--- src/rtl/vga_timing_gen.sv ---
// vga_timing_gen
// Raster scan generator for the sprite display path. It produces the scan
// position (DrawX/DrawY), the visible-area flag (blank, 1 = visible), the
// active-low monitor syncs and line/frame start strobes. All outputs are
// registered and describe the same pixel, so position and strobes never skew.
//
// Optional feature macro: VGA_FRAME_COUNT_EN
//   Defined   -> adds frame_cnt, an 8-bit wrapping count of frame_start pulses.
//   Undefined -> frame_cnt port and logic are absent.
//
// Counters are 10 bits wide: H_TOT and V_TOT must not exceed 1024.
module vga_timing_gen #(
    parameter int H_VIS  = 640,
    parameter int H_FP   = 16,
    parameter int H_SYNC = 96,
    parameter int H_BP   = 48,
    parameter int V_VIS  = 480,
    parameter int V_FP   = 10,
    parameter int V_SYNC = 2,
    parameter int V_BP   = 33
) (
    input  logic       vga_clk,
    input  logic       reset_n,
    output logic [9:0] DrawX,
    output logic [9:0] DrawY,
    output logic       hs,
    output logic       vs,
    output logic       blank,
    output logic       frame_start,
    output logic       line_start
`ifdef VGA_FRAME_COUNT_EN
    ,
    output logic [7:0] frame_cnt
`endif
);

    localparam int H_TOT = H_VIS + H_FP + H_SYNC + H_BP;
    localparam int V_TOT = V_VIS + V_FP + V_SYNC + V_BP;

    localparam logic [9:0] H_LAST = 10'(H_TOT - 1);
    localparam logic [9:0] V_LAST = 10'(V_TOT - 1);

    // Region bounds kept at 11 bits so an end bound of exactly 1024 still
    // compares correctly against the zero-extended 10-bit counters.
    localparam logic [10:0] H_VIS_B  = 11'(H_VIS);
    localparam logic [10:0] HS_BEG   = 11'(H_VIS + H_FP);
    localparam logic [10:0] HS_END   = 11'(H_VIS + H_FP + H_SYNC);
    localparam logic [10:0] V_VIS_B  = 11'(V_VIS);
    localparam logic [10:0] VS_BEG   = 11'(V_VIS + V_FP);
    localparam logic [10:0] VS_END   = 11'(V_VIS + V_FP + V_SYNC);

    logic [9:0]  hc_q, hc_d;
    logic [9:0]  vc_q, vc_d;
    logic [10:0] hc_w, vc_w;
    logic        hs_q, hs_d;
    logic        vs_q, vs_d;
    logic        blank_q, blank_d;
    logic        frame_q, frame_d;
    logic        line_q, line_d;

    // Next scan position and the strobes decoded from that next position, so
    // the registered strobes line up with the registered counters.
    always_comb begin
        hc_d = (hc_q == H_LAST) ? 10'd0 : hc_q + 10'd1;
        vc_d = vc_q;
        if (hc_q == H_LAST) begin
            vc_d = (vc_q == V_LAST) ? 10'd0 : vc_q + 10'd1;
        end
        hc_w    = {1'b0, hc_d};
        vc_w    = {1'b0, vc_d};
        hs_d    = !((hc_w >= HS_BEG) && (hc_w < HS_END));
        vs_d    = !((vc_w >= VS_BEG) && (vc_w < VS_END));
        blank_d = (hc_w < H_VIS_B) && (vc_w < V_VIS_B);
        line_d  = (hc_d == 10'd0);
        frame_d = (hc_d == 10'd0) && (vc_d == 10'd0);
    end

    // Scan position and strobe registers; reset parks at the origin with
    // syncs inactive and all pulses low.
    always_ff @(posedge vga_clk) begin
        if (!reset_n) begin
            hc_q    <= 10'd0;
            vc_q    <= 10'd0;
            hs_q    <= 1'b1;
            vs_q    <= 1'b1;
            blank_q <= 1'b0;
            frame_q <= 1'b0;
            line_q  <= 1'b0;
        end else begin
            hc_q    <= hc_d;
            vc_q    <= vc_d;
            hs_q    <= hs_d;
            vs_q    <= vs_d;
            blank_q <= blank_d;
            frame_q <= frame_d;
            line_q  <= line_d;
        end
    end

`ifdef VGA_FRAME_COUNT_EN
    logic [7:0] fcnt_q;

    // Frame counter steps on the same edge that registers frame_start.
    always_ff @(posedge vga_clk) begin
        if (!reset_n) begin
            fcnt_q <= 8'd0;
        end else if (frame_d) begin
            fcnt_q <= fcnt_q + 8'd1;
        end
    end

    assign frame_cnt = fcnt_q;
`endif

    assign DrawX       = hc_q;
    assign DrawY       = vc_q;
    assign hs          = hs_q;
    assign vs          = vs_q;
    assign blank       = blank_q;
    assign frame_start = frame_q;
    assign line_start  = line_q;

endmodule

--- config.mk ---
export PLATFORM = sky130hd
export DESIGN_NAME = vga_timing_gen
export DESIGN_NICKNAME = d
export VERILOG_FILES = /design/src/rtl/vga_timing_gen.sv
export SDC_FILE = /design/constraint.sdc
export NUM_CORES = 1
export LEC_CHECK = 0
export CORE_ASPECT_RATIO = 0.75
export CORE_UTILIZATION = 52
export CTS_CLUSTER_DIAMETER = 50
export DETAILED_ROUTE_END_ITERATION = 7
export HOLD_SLACK_MARGIN = 0.15
export PLACE_DENSITY = 0.85
export SLEW_MARGIN = 20
export SYNTH_ARGS = -nofsm -noshare
export SYNTH_HDL_FRONTEND = slang
export SYNTH_SLANG_ARGS = --single-unit
export TNS_END_PERCENT = 50
--- constraint.sdc ---
create_clock -name vga_clk -period 2.5 [get_ports vga_clk]
set_input_delay 0.5 -clock vga_clk [delete_from_list [all_inputs] [get_ports vga_clk]]
set_output_delay 0.5 -clock vga_clk [all_outputs]
set_load 0.01 [all_outputs]
==> results of run 1 <==
[metal layers]
layer  part of all wire, %  vias to the layer above
li1                      -                      698
met1                    45                      668
met2                    43                       88
met3                    11                        4
met4                  0.66                        0
met5                     0                        -
[final timing paths]
path | start | endpoint | slack (ns) | cells past startpoint
setup / recovery | DrawX[0] | vs | 0.19 | 7
hold / removal | DrawX[0] | DrawX[0] | 0.51 | 1
hold reg to reg | DrawX[0] | DrawX[0] | 0.51 | 1
setup reg to reg | DrawX[0] | vs | 0.19 | 7
[critical path: stages, from the launching register on]
cell,delay [ns]
dfxtp_1,0.39
ha_1,0.32
nand4_4,0.19
nor3_4,0.32
nand3_1,0.16
a2111oi_1,0.54
buf_4,0.19
nand4_1,0.07
[where the power goes]
group / internal (mW) / switching (mW) / total, mW
clock: 0.114 / 0.125 / 0.239
combinational: 0.0309 / 0.0295 / 0.0605
sequential: 0.406 / 0.0142 / 0.421
total: 0.551 / 0.168 / 0.720
[state kept, by name, summed over array words and instances, names as in the netlist]
| name | flops |
|---|---|
| DrawX | 10 |
| DrawY | 10 |
| blank | 1 |
| frame_start | 1 |
| hs | 1 |
| line_start | 1 |
| vs | 1 |
[cell families (layout without fill, tap and decap cells)]
family	count (synthesis)	count (layout)	synth area share, %
DFF	25	25	32.8
AOI/OAI and AO/OA	36	36	17.3
muxes	2	2	1.39
and+or+nand+nor	81	81	34.2
adders and majority gates	3	3	2.46
buffers and inverters	16	40	6.22
xor gates and xnor gates	10	10	5.73
[stage by stage]
| step | worst slack, ns | area (µm²) | std cells | util [%] | power, mW |
|---|---|---|---|---|---|
| finish | 0.189 | 1840 | 233 | 68.1 | 0.720 |
| global route | 0.0853 | 1840 | 233 | 68.1 | 0.751 |
| CTS | 0.154 | 1840 | 233 | 68.1 | 0.721 |
| detailed placement | 0.167 | 1790 | 229 | 66.4 | 0.489 |
| global placement | 0.310 | 1790 | 229 | 66.4 | 0.488 |
| floorplan | 0.497 | 1530 | 173 | - | 0.461 |
[layout make-up]
class / instances / area share [%]
flip-flops and latches: 25 / 27.2
multi-input cells: 132 / 50.7
clock buffers: 4 / 2.45
inverters: 5 / 1.02
repair buffers: 31 / 16.2
well taps: 36 / 2.45
[cells in the final DEF, fill, tap and decap left out, types with 4 or more instances in the layout]
master and n:
xnor2_1 7, nor3_1 4, nand2_1 7, buf_4 5, inv_1 4, o21ai_0 7
nand3_1 11, clkdlybuf4s50_1 26, and2_1 4, dfxtp_1 25, a211oi_1 4, nor2_1 15
and4_1 6, a21oi_1 6, nand4_1 7
==> impl_metrics.ini, run 1 <==
[die]
dieArea_um2 = 3160
coreArea_um2 = 2700
start_util_pct = 56.5
rows = 16
fp.dieW_um = 64.6
num_io_pins = 27
chipHeight_um = 48.9

[critical_path]
critical_path_class = reg2reg
cp.arrival_ns = 2.45
cp-start-kind = flip-flop
cp.required_ns = 2.64
path_max_fanout = 6
endpoint_kind = flip-flop

[placement]
portBuffers = 26
gp_congestion = 0.908
dp_hpwl_um = 2840

[clocking]
cts_htree_levels = 1
ctsResizeCount = 0
tritoncts = built
worstSkewPairLatency_ns = 0.27
cts_root_buffer = clkbuf_8
cts.clk_slew.worst_paths_ns = 0.09
post_cts_buffers = 0
cts_buffers = 3
cts_buffer_depth = 2
postCtsHoldBufs = 0
cts_sinks = 25

[sta]
period_share_pct = 92.4
finClkSkew_ns = 0.00626
fin_setup_tns_ns = 0
worst_slew_pin_slew_ns = 0.484
period_needed_ns = 2.31
slew_headroom_pct = 67.7
setup_viol = 0
rsz0062_at_grt = false
hold_violations = 0
timing.hold.ws_ns = 0.515
slew_violations = 0
max_freq_mhz = 433

[routing]
drtPass1Iterations = 4
drt-total-wl_um = 3910
drtIter0Drc = 162
via_per_inst = 6.26
wire_per_inst_um = 16.8
vias = 1458
drcViolationCount = 0
ant_nets = 0

[layout]
final_nets = 203
diodes = 0
syn2layout_area_growth_pct = 20.5
drive_above_1_share_pct = 11.2
fillers = 207
multi_input_area_um2 = 933
ff_latch_area_um2 = 500

[grt]
grt_max_degree = 17
grt_pass1_wl_um = 6260
grt_pass1_vias = 1273
use_met1_pct = 37.6
overflow = 0
met2_usage_pct = 37.9
grt-busiest-layer = met2
grt_util_met3_pct = 8.41
grt_usage_pct = 25.9
antenna_found_initial = 0

[synth]
yosysMostFrequentCell = dfxtp_1
yosys.area.top_type = dfxtp_1
synth_flop_cell = dfxtp_1
yosysWarnings = 0
syn_area_um2 = 1530
async_reset_ff_share_pct = 0
synth_edf_count = 0
synth_seq_cells = 25
yosysSeqAreaShare_pct = 32.8
syn_nets = 178
synth_cell_types = 56
synthTopCellsByArea = dfxtp_1 33%, xnor2_1 4.0%, nor2_1 3.7%, nand3_1 3.6%, and4_1 3.4%
synth_top_area_share_pct = 32.8
synth.avg_cell_area_um2 = 8.83
synthTopCellsByCount = 25 x dfxtp_1, 15 x nor2_1, 11 x nand3_1
synthCells = 173

[job]
maxCapViolCount = 0

[power]
p_per_area_nw_per_um2 = 391
ir_drop_v = 0.000328
total_leakage_power_nw = 0.607

[status]
outcome = completed

[worst_hold_path]
hp-class = reg2reg
Note: power is estimated with default switching activity, not from simulation.
==> run 2, diff against run 1 <==
--- a/config.mk
+++ b/config.mk
@@ -9,7 +9,7 @@
 export CORE_UTILIZATION = 52
 export CTS_CLUSTER_DIAMETER = 50
 export DETAILED_ROUTE_END_ITERATION = 7
-export HOLD_SLACK_MARGIN = 0.15
+export HOLD_SLACK_MARGIN = 0.05
 export PLACE_DENSITY = 0.85
 export SLEW_MARGIN = 20
 export SYNTH_ARGS = -nofsm -noshare
==> results of run 2 <==
Same layout as run 1: the final DEF is identical, and so are final timing and power.
==> run 3, diff against run 2 <==
--- a/config.mk
+++ b/config.mk
@@ -6,6 +6,7 @@
 export NUM_CORES = 1
 export LEC_CHECK = 0
 export CORE_ASPECT_RATIO = 0.75
+export CORE_MARGIN = 2
 export CORE_UTILIZATION = 52
 export CTS_CLUSTER_DIAMETER = 50
 export DETAILED_ROUTE_END_ITERATION = 7
==> run 3 against run 2 <==
Register-to-register slack better by 0.02 ns; total power decreased by 0.21%; count of clock-buffer cells in the layout shrank 1; fmax is 0.73% higher; setup slack improved by 0.017 ns; non-clock buffer count is 1 higher; utilization is 0.28 points higher; via count grew 0.41%; die area increased by 7.3%; combinational power shrank 0.8%; sequential cell count unchanged; sequential power hardly changed; critical path type unchanged; largest power group unchanged.
==> impl_metrics.ini, run 3 (synthesis results as in run 1) <==
[grt]
overflow = 0
grt_pass1_vias = 1242
grt_usage_pct = 22.9
grt_pass1_wl_um = 5890
grt_max_degree = 17
antenna_found_initial = 0

[layout]
final_common_cell = clkdlybuf4s50_1
fillers = 233
drive_above_1_share_pct = 12.1
diodes = 0
fin_util_pct = 68.4
final_nets = 204
syn2layout_area_growth_pct = 21.0
layout_common_cells = 26 x clkdlybuf4s50_1, 25 x dfxtp_1, 15 x nor2_1, 11 x nand3_1

[sta]
finClkSkew_ns = 0.00581
fin_setup_tns_ns = 0
slew_headroom_pct = 69.5
period_share_pct = 91.8
setup_viol = 0
worst_slack_ns = 0.206
hold_violations = 0
period_needed_ns = 2.29
rsz0062_at_grt = false
max_freq_mhz = 436
timing.hold.ws_ns = 0.522
slew_violations = 0
worst_slew_pin_slew_ns = 0.446

[clocking]
cts_buffers = 3
ctsResizeCount = 0
cts_htree_levels = 1
cts.clk_slew.worst_paths_ns = 0.09
postCtsHoldBufs = 0
cts_sinks = 25
worstSkewPairLatency_ns = 0.27
cts_buffer_depth = 2
cts_root_buffer = clkbuf_8
tritoncts = built
post_cts_buffers = 0

[power]
total_leakage_power_nw = 0.617
p_per_area_nw_per_um2 = 389
p_total_uw = 718
ir_drop_v = 0.000324

[critical_path]
endpoint_kind = flip-flop
cp.required_ns = 2.64
critical_path_class = reg2reg
path_max_fanout = 6
cp-start-kind = flip-flop
cp.arrival_ns = 2.43

[placement]
portBuffers = 26
dp_hpwl_um = 2730
dp_slack_ns = 0.288
gp_congestion = 0.973

[die]
fp.dieW_um = 66.6
coreArea_um2 = 2700
rows = 16
num_io_pins = 27
start_util_pct = 56.5
dieArea_um2 = 3390
chipHeight_um = 50.9

[routing]
drtPass1Iterations = 4
wire_per_inst_um = 15.7
drcViolationCount = 0
drt-total-wl_um = 3660
via_per_inst = 6.26
vias = 1464
drtIter0Drc = 91
ant_nets = 0

[worst_hold_path]
hp-class = reg2reg

[status]
outcome = completed

[job]
maxCapViolCount = 0
[run 3: changes by cell type in the layout (fill, tap and decap cells not counted), sizes merged]
cell / change
buf: +1
clkbuf: -1
clkinv: +1
[run 3: layout make-up]
class                      count  area, µm²  area share, %
inverter                       5       18.8           1.02
tap                           36       45.0           2.44
sequential                    25        500           27.1
multi-input combinational    132        932           50.4
clock inverter                 1       5.00          0.271
clock buffer                   3       41.3           2.23
timing repair buffer          32        305           16.5
[run 3: worst paths after layout]
check / end / slack, ns / depth (start not counted) / start
max: vs / 0.21 / 7 / DrawX[0]
min: DrawX[0] / 0.52 / 1 / DrawX[0]
max reg2reg: vs / 0.21 / 7 / DrawX[0]
min reg2reg: DrawX[0] / 0.52 / 1 / DrawX[0]
[run 3: layer usage]
metal / global-route usage, % / wire, µm / up-vias
met3: 7.93 / 341 / 7
met4: 3.06 / 30 / 0
li1: - / - / 703
met2: 32.8 / 1560 / 69
met1: 33.8 / 1730 / 685
met5: 0 / 0 / -
[run 3: stage by stage]
stage	cell area [µm²]	cells
finish	1850	234
global route	1850	234
CTS	1850	234
detailed placement	1800	230
global placement	1800	230
floorplan	1530	173
[run 3: power breakdown]
part / switching (mW) / internal (mW)
clock network: 0.127 / 0.112
registers: 0.0134 / 0.406
logic: 0.0290 / 0.0310
total: 0.169 / 0.549
[run 3: critical path: stages, from the launching register on]
cell,delay (ns)
dfxtp_1,0.40
ha_1,0.33
and4_1,0.36
nand4_1,0.22
xnor2_1,0.20
a2111oi_0,0.38
buf_4,0.19
nand4_1,0.08
